[config.mk]
export PLATFORM = sky130hd
export DESIGN_NAME = seq_divider_flat
export DESIGN_NICKNAME = d
export VERILOG_FILES = /design/src/rtl/div_pkg.sv /design/src/rtl/seq_divider_if.sv /design/src/rtl/div_restoring_step.sv /design/src/rtl/seq_divider.sv /design/src/flat_wrapper.sv
export SDC_FILE = /design/constraint.sdc
export NUM_CORES = 1
export LEC_CHECK = 0
export ABC_CLOCK_PERIOD_IN_PS = 10200
export CAP_MARGIN = 15
export CORE_MARGIN = 2
export CORE_UTILIZATION = 47
export CTS_CLUSTER_SIZE = 14
export DETAILED_ROUTE_END_ITERATION = 8
export GPL_TIMING_DRIVEN = 0
export PLACE_DENSITY = 0.69
export SYNTH_ARGS = -nofsm -noshare
export SYNTH_HDL_FRONTEND = slang
export SYNTH_SLANG_ARGS = --single-unit
[constraint.sdc]
create_clock -name clk -period 10.2 [get_ports clk]
set_clock_uncertainty 0.15 [all_clocks]
set_input_delay 2.04 -clock clk [delete_from_list [all_inputs] [get_ports clk]]
set_output_delay 2.04 -clock clk [all_outputs]
set_load 0.03 [all_outputs]
[src/rtl/div_pkg.sv]
// Shared types and constants for the iterative restoring divider.
package div_pkg;

  localparam int unsigned DIV_W     = 32;
  localparam int unsigned DIV_TAG_W = 4;

  typedef enum logic [1:0] {
    IDLE = 2'd0,
    BUSY = 2'd1,
    FIX  = 2'd2,
    DONE = 2'd3
  } div_state_t;

  // Most negative two's-complement value of width w (w <= 64).
  function automatic logic [63:0] signed_min(input int unsigned w);
    signed_min = 64'(1) << (w - 1);
  endfunction

  typedef struct packed {
    logic [DIV_W-1:0] quotient;
    logic [DIV_W-1:0] remainder;
    logic             div_by_zero;
    logic             overflow;
  } div_result_t;

endpackage

[src/rtl/seq_divider_if.sv]
// Request/result handshake bundle between issue stage, divider and writeback.
interface seq_divider_if
  import div_pkg::*;
#(
  parameter int unsigned M     = DIV_W,
  parameter int unsigned TAG_W = DIV_TAG_W
) ();

  logic             in_valid;
  logic             in_ready;
  logic             is_signed;
  logic [M-1:0]     dividend;
  logic [M-1:0]     divisor;
  logic [TAG_W-1:0] in_tag;
  logic             out_valid;
  logic             out_ready;
  logic [M-1:0]     quotient;
  logic [M-1:0]     remainder;
  logic             div_by_zero;
  logic             overflow;
  logic [TAG_W-1:0] out_tag;

  modport master (
    output in_valid, is_signed, dividend, divisor, in_tag, out_ready,
    input  in_ready, out_valid, quotient, remainder, div_by_zero, overflow, out_tag
  );

  modport slave (
    input  in_valid, is_signed, dividend, divisor, in_tag, out_ready,
    output in_ready, out_valid, quotient, remainder, div_by_zero, overflow, out_tag
  );

endinterface

[src/rtl/div_restoring_step.sv]
// One radix-2 restoring iteration: shift in a dividend bit, trial-subtract the divisor.
module div_restoring_step
  import div_pkg::*;
#(
  parameter int unsigned M = DIV_W
) (
  input  logic [M:0]   prem,
  input  logic         dvd_bit,
  input  logic [M-1:0] dvs,
  output logic [M:0]   prem_nxt_c,
  output logic         qbit_c
);

  logic [M+1:0] shifted;
  logic [M+1:0] diff;

  assign shifted    = {prem, dvd_bit};
  assign diff       = shifted - {2'b00, dvs};
  assign qbit_c     = ~diff[M+1];
  assign prem_nxt_c = qbit_c ? diff[M:0] : shifted[M:0];

endmodule

[src/rtl/seq_divider.sv]
// Multi-cycle signed/unsigned restoring divider with valid/ready on both sides.
module seq_divider
  import div_pkg::*;
#(
  parameter int unsigned M     = DIV_W,
  parameter int unsigned TAG_W = DIV_TAG_W
) (
  input  logic          clk,
  input  logic          reset,
  seq_divider_if.slave  bus
);

  localparam int unsigned CNT_W   = $clog2(M);
  localparam logic [M-1:0] MIN_VAL = M'(signed_min(M));

  div_state_t       state_q, state_d;
  logic [M-1:0]     dvd_q, dvs_q, quo_q;
  logic [M:0]       prem_q;
  logic [CNT_W-1:0] cnt_q;
  logic             q_neg_q, r_neg_q, dz_q, ov_q;
  logic [TAG_W-1:0] tag_q;
  div_result_t      res_q;
  logic             out_valid_q, in_ready_q;

  logic             accept_c, handoff_c, zero_c, ovf_c, dvd_neg_c, dvs_neg_c;
  logic [M:0]       prem_nxt_c;
  logic             qbit_c;

  assign accept_c  = bus.in_valid && in_ready_q;
  assign handoff_c = out_valid_q && bus.out_ready;
  assign zero_c    = (bus.divisor == '0);
  assign ovf_c     = bus.is_signed && (bus.dividend == MIN_VAL) && (bus.divisor == '1);
  assign dvd_neg_c = bus.is_signed && bus.dividend[M-1];
  assign dvs_neg_c = bus.is_signed && bus.divisor[M-1];

  div_restoring_step #(.M(M)) u_step (
    .prem       (prem_q),
    .dvd_bit    (dvd_q[M-1]),
    .dvs        (dvs_q),
    .prem_nxt_c (prem_nxt_c),
    .qbit_c     (qbit_c)
  );

  always_ff @(posedge clk or negedge reset) begin
    if (!reset) state_q <= IDLE;
    else        state_q <= state_d;
  end

  // Special cases take the FIX hop too, so every result is loaded by one path.
  always_comb begin
    state_d = state_q;
    case (state_q)
      IDLE:    if (accept_c) state_d = (zero_c || ovf_c) ? FIX : BUSY;
      BUSY:    if (cnt_q == '0) state_d = FIX;
      FIX:     state_d = DONE;
      DONE:    if (handoff_c) state_d = IDLE;
      default: state_d = IDLE;
    endcase
  end

  always_ff @(posedge clk or negedge reset) begin
    if (!reset) begin
      dvd_q       <= '0;
      dvs_q       <= '0;
      quo_q       <= '0;
      prem_q      <= '0;
      cnt_q       <= '0;
      q_neg_q     <= 1'b0;
      r_neg_q     <= 1'b0;
      dz_q        <= 1'b0;
      ov_q        <= 1'b0;
      tag_q       <= '0;
      res_q       <= '0;
      out_valid_q <= 1'b0;
      in_ready_q  <= 1'b1;
    end else begin
      in_ready_q <= (state_d == IDLE);
      case (state_q)
        IDLE: if (accept_c) begin
          tag_q   <= bus.in_tag;
          cnt_q   <= CNT_W'(M - 1);
          dz_q    <= zero_c;
          ov_q    <= ovf_c;
          quo_q   <= '0;
          prem_q  <= '0;
          q_neg_q <= 1'b0;
          r_neg_q <= 1'b0;
          if (zero_c) begin
            quo_q  <= '1;
            prem_q <= {1'b0, bus.dividend};
          end else if (ovf_c) begin
            quo_q  <= MIN_VAL;
          end else begin
            dvd_q   <= dvd_neg_c ? -bus.dividend : bus.dividend;
            dvs_q   <= dvs_neg_c ? -bus.divisor  : bus.divisor;
            q_neg_q <= dvd_neg_c ^ dvs_neg_c;
            r_neg_q <= dvd_neg_c;
          end
        end
        BUSY: begin
          prem_q <= prem_nxt_c;
          dvd_q  <= {dvd_q[M-2:0], 1'b0};
          quo_q  <= {quo_q[M-2:0], qbit_c};
          cnt_q  <= cnt_q - CNT_W'(1);
        end
        FIX: begin
          res_q.quotient    <= DIV_W'(q_neg_q ? -quo_q : quo_q);
          res_q.remainder   <= DIV_W'(r_neg_q ? -prem_q[M-1:0] : prem_q[M-1:0]);
          res_q.div_by_zero <= dz_q;
          res_q.overflow    <= ov_q;
          out_valid_q       <= 1'b1;
        end
        DONE: if (handoff_c) begin
          out_valid_q       <= 1'b0;
          res_q.div_by_zero <= 1'b0;
          res_q.overflow    <= 1'b0;
        end
        default: ;
      endcase
    end
  end

  assign bus.in_ready    = in_ready_q;
  assign bus.out_valid   = out_valid_q;
  assign bus.quotient    = M'(res_q.quotient);
  assign bus.remainder   = M'(res_q.remainder);
  assign bus.div_by_zero = res_q.div_by_zero;
  assign bus.overflow    = res_q.overflow;
  assign bus.out_tag     = tag_q;

endmodule

[src/flat_wrapper.sv]
// flat-port wrapper written by rule: the top's interface ports become plain ports
module seq_divider_flat import div_pkg::*;
#(
  parameter int unsigned M     = DIV_W,
  parameter int unsigned TAG_W = DIV_TAG_W
)
  (clk, reset, bus_in_valid, bus_is_signed, bus_dividend, bus_divisor, bus_in_tag, bus_out_ready, bus_in_ready, bus_out_valid, bus_quotient, bus_remainder, bus_div_by_zero, bus_overflow, bus_out_tag);
  seq_divider_if #(.M(M), .TAG_W(TAG_W)) bus_i ();
  input  logic clk;
  input  logic reset;
  input wire logic [$bits(bus_i.in_valid)-1:0] bus_in_valid;
  input wire logic [$bits(bus_i.is_signed)-1:0] bus_is_signed;
  input wire logic [$bits(bus_i.dividend)-1:0] bus_dividend;
  input wire logic [$bits(bus_i.divisor)-1:0] bus_divisor;
  input wire logic [$bits(bus_i.in_tag)-1:0] bus_in_tag;
  input wire logic [$bits(bus_i.out_ready)-1:0] bus_out_ready;
  output wire logic [$bits(bus_i.in_ready)-1:0] bus_in_ready;
  output wire logic [$bits(bus_i.out_valid)-1:0] bus_out_valid;
  output wire logic [$bits(bus_i.quotient)-1:0] bus_quotient;
  output wire logic [$bits(bus_i.remainder)-1:0] bus_remainder;
  output wire logic [$bits(bus_i.div_by_zero)-1:0] bus_div_by_zero;
  output wire logic [$bits(bus_i.overflow)-1:0] bus_overflow;
  output wire logic [$bits(bus_i.out_tag)-1:0] bus_out_tag;
  assign bus_i.in_valid = bus_in_valid;
  assign bus_i.is_signed = bus_is_signed;
  assign bus_i.dividend = bus_dividend;
  assign bus_i.divisor = bus_divisor;
  assign bus_i.in_tag = bus_in_tag;
  assign bus_i.out_ready = bus_out_ready;
  assign bus_in_ready = bus_i.in_ready;
  assign bus_out_valid = bus_i.out_valid;
  assign bus_quotient = bus_i.quotient;
  assign bus_remainder = bus_i.remainder;
  assign bus_div_by_zero = bus_i.div_by_zero;
  assign bus_overflow = bus_i.overflow;
  assign bus_out_tag = bus_i.out_tag;
  seq_divider #(.M(M), .TAG_W(TAG_W)) u_core (.clk(clk), .reset(reset), .bus(bus_i));
endmodule
# Word level (Yosys, flattened, before mapping)
# Index checks and enable logic that the tools add are counted.
[classes]
add_sub_neg = 6
eq_ne = 9
muxes = 31
bitwise_logic = 4
n_reduce_logical = 18
[ops]
columns = ["cell", "n"]
rows = [
  ["$mux 32", 11],
  ["$neg 32->32", 4],
  ["$pmux 32 s2", 2],
  ["$mux 33", 2],
  ["$pmux 33 s2", 1],
  ["$eq 32x32->1 const B", 2],
  ["$sub 34x32->34", 1],
  ["$logic_not 32->1", 1],
  ["$mux 2", 5],
  ["$pmux 5 s2", 1],
  ["$pmux 2 s4", 1],
  ["$reduce_and 4->1", 2],
  ["$logic_and 1x1->1", 6],
  ["$reduce_and 2->1", 3],
  ["$logic_not 5->1", 1],
  ["$mux 1", 5],
  ["$mux 5", 1],
  ["$sub 5x1->5 const B", 1],
  ["$eq 2x2->1 const B", 2],
  ["$logic_not 2->1", 2],
  ["$ne 2x1->1 const B", 2],
  ["$ne 2x2->1 const B", 2],
  ["$pmux 2 s2", 1],
  ["$reduce_bool 2->1", 2],
  ["other kinds (5)", 7],
]
[word_totals]
regBits = 212
input_bits = 73
output_inout_bits = 72
wordCells = 85

# Depth between registers and ports, before layout
# Gate-level depths: netlist of run 1.
[logic_depth]
word_depth = 8
depth_mapped = 12
depth_no_buf = 11

# Modules after synthesis
# From an unflattened synthesis of run 1, not the netlist that was laid out.
[hier_totals]
hier_cells = 1572
hier_area_um2 = 13484.2
[by_module_without_submodules]
columns = ["mod", "n_inst", "cells_per_inst", "area_per_inst_um2", "seq_area_each_um2"]
rows = [
  ["seq_divider", 1, 1244, 11313.4, 5306.3],
  ["div_restoring_step", 1, 328, 2170.8, 0.0],
]

# Worst setup path before layout of run 1
# No wires, ideal clock.
[synth_path]
path_kind = "in2reg"
from = "input bus_divisor[2]"
to = "register u_core.dvd_q[19]"
setup_time_ns = 0.126
arrival_time_ns = 4.445
t_required_ns = 9.924
path_slack_ns = 5.479
path_stages = 9
path_buffers = 2
cell_sequence = "clkbuf_1 -> or4_1 -> nor3_1 -> nand3_1 -> or3b_1 -> o21ai_1 -> nor2_1 -> clkbuf_1 -> a221o_1"
[synth_via]
elab_chain_len = 4
elab_cells_between_ends = 6
classes_between = "3 x eq/ne; 3 x reduce/logical"
[synth_rtl]
columns = ["element", "line", "source"]
rows = [
  ["start: declaration", "flat_wrapper.sv:14", "input wire logic [$bits(bus_i.divisor)-1:0] bus_divisor;"],
  ["$eq 32x32->1", "seq_divider.sv:32", "assign ovf_c = bus.is_signed && (bus.dividend == MIN_VAL) && (bus.divisor == '1);"],
  ["$logic_and 1x1->1", "seq_divider.sv:32", ""],
  ["$ne 2x2->1 (no line)", "--", ""],
  ["$reduce_and 4->1 (no line) *", "--", ""],
  ["end signal: assignment", "seq_divider.sv:94", "dvd_q <= dvd_neg_c ? -bus.dividend : bus.dividend;"],
  ["end signal: assignment", "seq_divider.sv:102", "dvd_q <= {dvd_q[M-2:0], 1'b0};"],
  ["end: declaration", "seq_divider.sv:17", "logic [M-1:0] dvd_q, dvs_q, quo_q;"],
]
# Mark *: on every way between the ends. The rest lies on a longest branch, timed or not.
# A chain may end at the register's enable or synchronous reset.

# Worst setup path in the final report of run 1
[layout_path]
from = "input bus_dividend[24]"
to = "register u_core.state_q[0]"
[layout_via]
elab_chain_len = 7
[layout_rtl]
columns = ["element", "line", "source"]
rows = [
  ["start: declaration", "flat_wrapper.sv:13", "input wire logic [$bits(bus_i.dividend)-1:0] bus_dividend;"],
  ["$eq 32x32->1", "seq_divider.sv:32", ""],
  ["$logic_and 1x1->1 (2 in a row)", "seq_divider.sv:32", ""],
  ["$logic_or 1x1->1", "seq_divider.sv:53", "IDLE: if (accept_c) state_d = (zero_c || ovf_c) ? FIX : BUSY;"],
  ["$mux 2 (2 in a row)", "seq_divider.sv:53", ""],
  ["$pmux 2 s4", "seq_divider.sv:52", "case (state_q)"],
  ["via u_core.state_d[0]", "seq_divider.sv:16", "div_state_t state_q, state_d;"],
  ["end signal: assignment", "seq_divider.sv:46", "else state_q <= state_d;"],
  ["end: declaration", "seq_divider.sv:16", ""],
]
# The timed path passes the listed nets, and every way through them passes these cells.

==> impl_results.md, run 1 <==
* Max-capacitance violation count at 0
* Final worst path period need at roughly 6.0 ns
* FFs w/ async S/R, synth at 100%
* I/O pin cnt at around 150
* Average size of a mapped cell at between 8 and 9 µm²
* Hold-fix buffers, CTS at 0
* Die area at between 0.02 and 0.03 mm²
* Largest net degree at the start of global routing at 109
* Most frequent cell after synthesis: dfrtp_1
* Pwr Total at 0.00509 W
* Delay-heaviest family, CP: simple AND/OR/NAND/NOR gates
* RSZ-0062 raised after global routing: false
* Post-Syn Nets at 1,582
* Root Driver: clkbuf_16
* CTS tree: done
* Peak VDD IR at approximately 150 µV
* CP Buf/Inv Count at 3
* Setup Fix Bufs, Post-CTS at 0
* Num rows at 60
* Worst slew margin at between 20% and 30%
* Final setup TNS at 0 ns
* Status: completed
* First-pass GRT wire length at about 63 mm
* Post-DP HPWL at around 30 mm
* Worst EP arrival at just over 6 ns
* Mapped Cells at about 1,500
* Routability cong. at around 0.94
* Part of the Yosys area used for sequential elements at approximately two fifths
* Max Freq at around 170 MHz
* Grt total ovfl at 0
* Core box area at ~0.027 mm²
* Slowest CP cell: nor4_1
* Mapped Area at 0.0130 mm²
* Number of I/O port buffers at 138
* First-pass iteration count of the detailed router at 6
* Clock sinks at 212
* Synth unique cells at a little under 60
* Post-CTS sizing at 0
* Crit Path Max Fanout at 10
* Final-report max-slew violation count at 0
* H-tree level count at 1
* Pwr/cell area at between 300 and 400 mW/mm²
* Post-synth EDFFs at 0
* Vias per cell at 5.97
* Clock Latency Late Sink at around 0.53 ns
* Total CTS buffers at 24
* Largest area contributor in the netlist: dfrtp_1
* Critical Path Max Stage Delay at approximately 0.88 ns
* WS Path Type: in2reg
* CP required at between 10 and 15 ns
* Synth cell count leaders: dfrtp_1 (211), nand2_1 (209), o21ai_0 (178)
* Antenna violations before repair at 2
* DIE WIDTH at ~170 µm
* Layout fillers at about 2,500
* Final wirelength at 40.0 mm
* Vias in the first global route at approximately 12,000
* Die height at around 170 µm
* Startpoint class of the critical path: input port
* Actual slew at the worst max-slew pin at roughly 1.1 ns
* Nets at ~1,700
* Initial DRC count at about 1,000
* Worst hold-check path type: reg2reg
* DR vias at roughly 12,000
* Final Cycle Share at 59.1%
* DRC viols at 0
* Final hold violations at 0
* Antenna Nets Post-Route at 0
* Ranking of synthesized cells by area: dfrtp_1 (41%), o21ai_0 (6.9%), xor2_1 (6.8%), nand2_1 (6.0%), ha_1 (3.7%)
* GRT Overall Usage at ~28%
* Endpoints failing setup at 0
* #FFs+latches synth at 212
* Routed len/inst at 20.0 µm
* Critical path, cell by cell: clkdlybuf4s50_1 -> or4_1 -> nor4_1 -> nand4_1 -> nand3_1 -> buf_2 -> clkbuf_1 -> o21ai_0
* Initial Util at approximately half
* P_leak at between 6 and 7 nW
* CTS clk-pin slew, worst paths at 0.06 ns
* Kind of end point of the critical path: flip-flop
* Synth warn at 0
* Area growth syn-to-layout at 20.9%
* Synth top area share at roughly two fifths
* Clk buf depth at 3
* Top FF cell, synth: dfrtp_1
* Share of cells above drive strength 1 at 3.81%
[state kept, by name, summed over array words and instances, names as in the netlist, 2 cells and up]
signal	cells
u_core.quo_q	32
u_core.dvd_q	32
u_core.bus.remainder	32
u_core.dvs_q	32
u_core.bus.quotient	32
u_core.prem_q	33
u_core.state_q	2
u_core.bus.out_tag	4
u_core.cnt_q	5
[logic make-up (layout without fill, tap and decap cells)]
family | after synthesis | in the layout | share of synthesized area (%)
AOI/OAI and AO/OA | 450 | 450 | 22.4
and+or+nand+nor | 450 | 450 | 16.4
DFF | 212 | 212 | 40.9
xor gates and xnor gates | 149 | 149 | 10.1
buffers and inverters | 140 | 324 | 4.10
adders and majority gates | 39 | 39 | 3.82
muxes | 30 | 30 | 2.34
other | 0 | 1 | 0
[metrics by stage]
step	setup slack (ns)	hold WS, ns	instance area (µm²)	instances	util (%)
2_1_floorplan	5.48	0.285	13000	1470	-
3_3_place_gp	-1.92	0.307	14800	1949	54.7
3_5_place_dp	3.94	0.311	14800	1951	54.8
4_1_cts	4.49	0.318	15700	1995	58.0
5_1_grt	3.99	0.355	15700	1995	58.0
6_report	4.17	0.322	15700	1996	58.0
[cell type report]
type	instances	area, µm²	share of cell area [%]
multi-input combinational	1118	7130	45.5
sequential	212	5310	33.8
timing repair buffer	140	1420	9.06
clock buffer	34	709	4.52
tap	341	427	2.72
buffer	87	333	2.12
inverter	53	199	1.27
clock inverter	10	153	0.973
antenna	1	2.50	0.0160
[cell usage in the layout (no fill, tap or decap), types with 7 or more instances in the layout]
cell type / Yosys / final
clkbuf_16: 0 / 25
nand3_1: 44 / 44
o21ai_0: 178 / 178
o31ai_1: 34 / 34
nor4_1: 10 / 10
a221o_1: 37 / 37
nand2b_1: 17 / 17
dfrtp_1: 211 / 211
ha_1: 38 / 38
clkbuf_1: 75 / 79
a22o_1: 7 / 7
nor2_1: 62 / 62
o211ai_1: 32 / 32
nand4_1: 25 / 25
or4_1: 22 / 22
xnor2_1: 49 / 49
o41ai_1: 13 / 13
inv_1: 53 / 53
a22oi_1: 29 / 29
a21oi_1: 65 / 65
and3_1: 7 / 7
a31oi_1: 10 / 10
nor2b_1: 8 / 8
clkdlybuf4s50_1: 0 / 137
a21o_1: 8 / 8
nand2_1: 209 / 209
nor3_1: 24 / 24
buf_1: 7 / 7
xor2_1: 100 / 100
mux2i_1: 27 / 27
[report_power, final]
part | internal (W) | switching [W]
registers | 0.00117 | 0.000326
clock network | 0.000584 | 0.000354
logic | 0.00105 | 0.00160
total | 0.00281 | 0.00228
[per-layer routing]
layer  vias up  routed length [µm]  track usage (%)
met4         2                1810             12.1
met5         -                  13                0
met3       100                2700             4.53
met2       457               19100             47.6
met1      5683               16400             34.7
li1       5667                   -                -
[path summary, 6_finish.rpt]
kind / from / endpoint / slack (ns) / cells past startpoint
max in group asynchronous: reset / u_core.bus.in_ready / 7.51 / 2
min reg2reg: u_core.cnt_q[3] / u_core.cnt_q[3] / 0.32 / 1
max: bus_dividend[24] / u_core.state_q[0] / 4.17 / 8
min: u_core.cnt_q[3] / u_core.cnt_q[3] / 0.32 / 1
min in group asynchronous: reset / u_core.bus.quotient[29] / 1.41 / 1
max reg2reg: u_core.prem_q[11] / u_core.prem_q[31] / 6.18 / 9
Note: power is estimated with default switching activity, not from simulation.
==> run 2, diff against run 1 <==
--- a/config.mk
+++ b/config.mk
@@ -5,7 +5,7 @@
 export SDC_FILE = /design/constraint.sdc
 export NUM_CORES = 1
 export LEC_CHECK = 0
-export ABC_CLOCK_PERIOD_IN_PS = 10200
+export ABC_CLOCK_PERIOD_IN_PS = 5600
 export CAP_MARGIN = 15
 export CORE_MARGIN = 2
 export CORE_UTILIZATION = 47
==> constraint.sdc (replaced) <==
create_clock -name clk -period 5.6 [get_ports clk]
set_clock_uncertainty 0.15 [all_clocks]
set_input_delay 1.12 -clock clk [delete_from_list [all_inputs] [get_ports clk]]
set_output_delay 1.12 -clock clk [all_outputs]
set_load 0.03 [all_outputs]
==> results of run 2 <==
The final DEF is identical to that of run 1. Status: completed.
Main changes from that run: setup slack after placement 3.94 ns -> 0.264 ns; setup slack after layout 4.17 ns -> 0.490 ns; register-to-register setup slack 6.18 ns -> 1.58 ns; total power 0.00509 W -> 0.00928 W; worst IR drop on VDD 152 µV -> 276 µV
==> patch (settings of run 2) <==
`DIV_W`: 32 -> 16.
--- a/src/rtl/div_pkg.sv
+++ b/src/rtl/div_pkg.sv
@@ -3,3 +3,3 @@
 
-  localparam int unsigned DIV_W     = 32;
+  localparam int unsigned DIV_W     = 16;
   localparam int unsigned DIV_TAG_W = 4;
Interface: changed (resized bus_dividend, bus_divisor, bus_quotient and bus_remainder); port bits go from 145 to 81. The function was not compared with the original's and may differ.
==> patch against run 2 <==
  * Final cell count shrank 47%
  * Setup slack gained 1700 ps
  * Non-clock buffer count shrank 107
  * Fmax grew 52%
  * Cell area shrank 45%
  * Sequential share of layout area shrank 0.20 points
  * Total power shrank 39%
  * Sequential cell count shrank 97
  * Synthesized cell count shrank 48%
  * Synthesized area shrank 47%
  * Die area shrank 46%
  * Wire length shrank 53%
  * Critical path type unchanged
  * Largest cell class unchanged
  * Largest power group unchanged
==> patch: results (changes against run 2) <==
* Status: finished, final reports clean
* Synth Area in Compound Gates at 20.59% (-1.8 points)
* IO Port Bufs at 79 (-43%)
* Fin nets at 924 (-47%)
* Max IR drop VDD at 0.2805 mV (+1.6%)
* Min-delay src: u_core.bus.out_tag[0]
* Maximum root-to-sink buffer count at 2 (-1)
* Nonclk inv count at 34 (-36%)
* Ant. Diodes at 0 (-1)
* Critical Path AT at 3500 ps (-1810 ps)
* Placed Cells at 1024 (-48%)
* GR Util All Layers at 24.42% (-3.4 points)
* Routability cong. at 0.8959 (-4.3%)
* H-Tree Depth at 4 (+3)
* Seq cells at 115 (-46%)
* Post-place setup slack at 1770 ps (+1506 ps)
* Worst-skew pair later-pin latency at 430 ps (-100 ps)
* Syn nets at 824 (-48%)
* Net Sw Frac at 43.75% (-1.1 points)
* Hold path cells at 2 (+1)
* Area of the multi-input gates at 3689 um2 (-48%)
* Number of fill cells at 1244 (-50%)
* Share of cells above drive strength 1 at 8.477% (+4.7 points)
* Yosys cell types at 69 (+17%)
* Mean Syn Cell Area at 9.061 um2 (+2.7%)
* Worst setup startpoint: bus_dividend[9]
* Register area at 2879 um2 (-46%)
* Via count at 6150 (-48%)
* Layout clock buffers at 21 (-38%)
* Main area contributors after synthesis: dfrtp_1 (41%), nand2_1 (6.5%), xor2_1 (4.7%)
* Worst Hold End: u_core.bus.out_tag[0]
* #MultiIn Comb at 572 (-49%)
* Initial antenna violation count at 0 (-2)
* Most frequent cells after synthesis: nand2_1 (119), dfrtp_1 (114), o21ai_0 (64)
* Wire length per cell at 17.68 um (-12%)
## patch: power groups by stage
stage	Clock (mW)	Sequential (mW)	Combinational, mW
after global routing	1.18	1.58	3.25
after detailed placement	0	1.54	2.92
after CTS	1.14	1.53	2.94
after floorplan	0	1.68	1.91
final	1.13	1.54	2.95
after global placement	0	1.52	2.84
## patch: per-layer routing
metal | global-route usage (%) | vias up | share of wire, % | routed length [um]
met5 | 0 | - | 0 | 0
met4 | 10.26 | 0 | 2.9 | 538
met3 | 5.178 | 41 | 5.6 | 1044
met2 | 39.42 | 224 | 47 | 8851
met1 | 32.09 | 2962 | 44 | 8252
li1 | - | 2923 | - | -
## patch: metrics by stage
stage	cell area (um2)	setup TNS (ps)
floorplan	6887	0
global placement	7908	-111480
detailed placement	7933	0
CTS	8554	0
global route	8559	0
finish	8559	0
## patch: critical path, cell delays in order
cell and delay, ps:
clkdlybuf4s50_1 620, or4_1 660, nor3_2 180, nand4_1 200
and2_4 250, nand2_4 70, buf_6 140, buf_8 150
o211ai_1 110
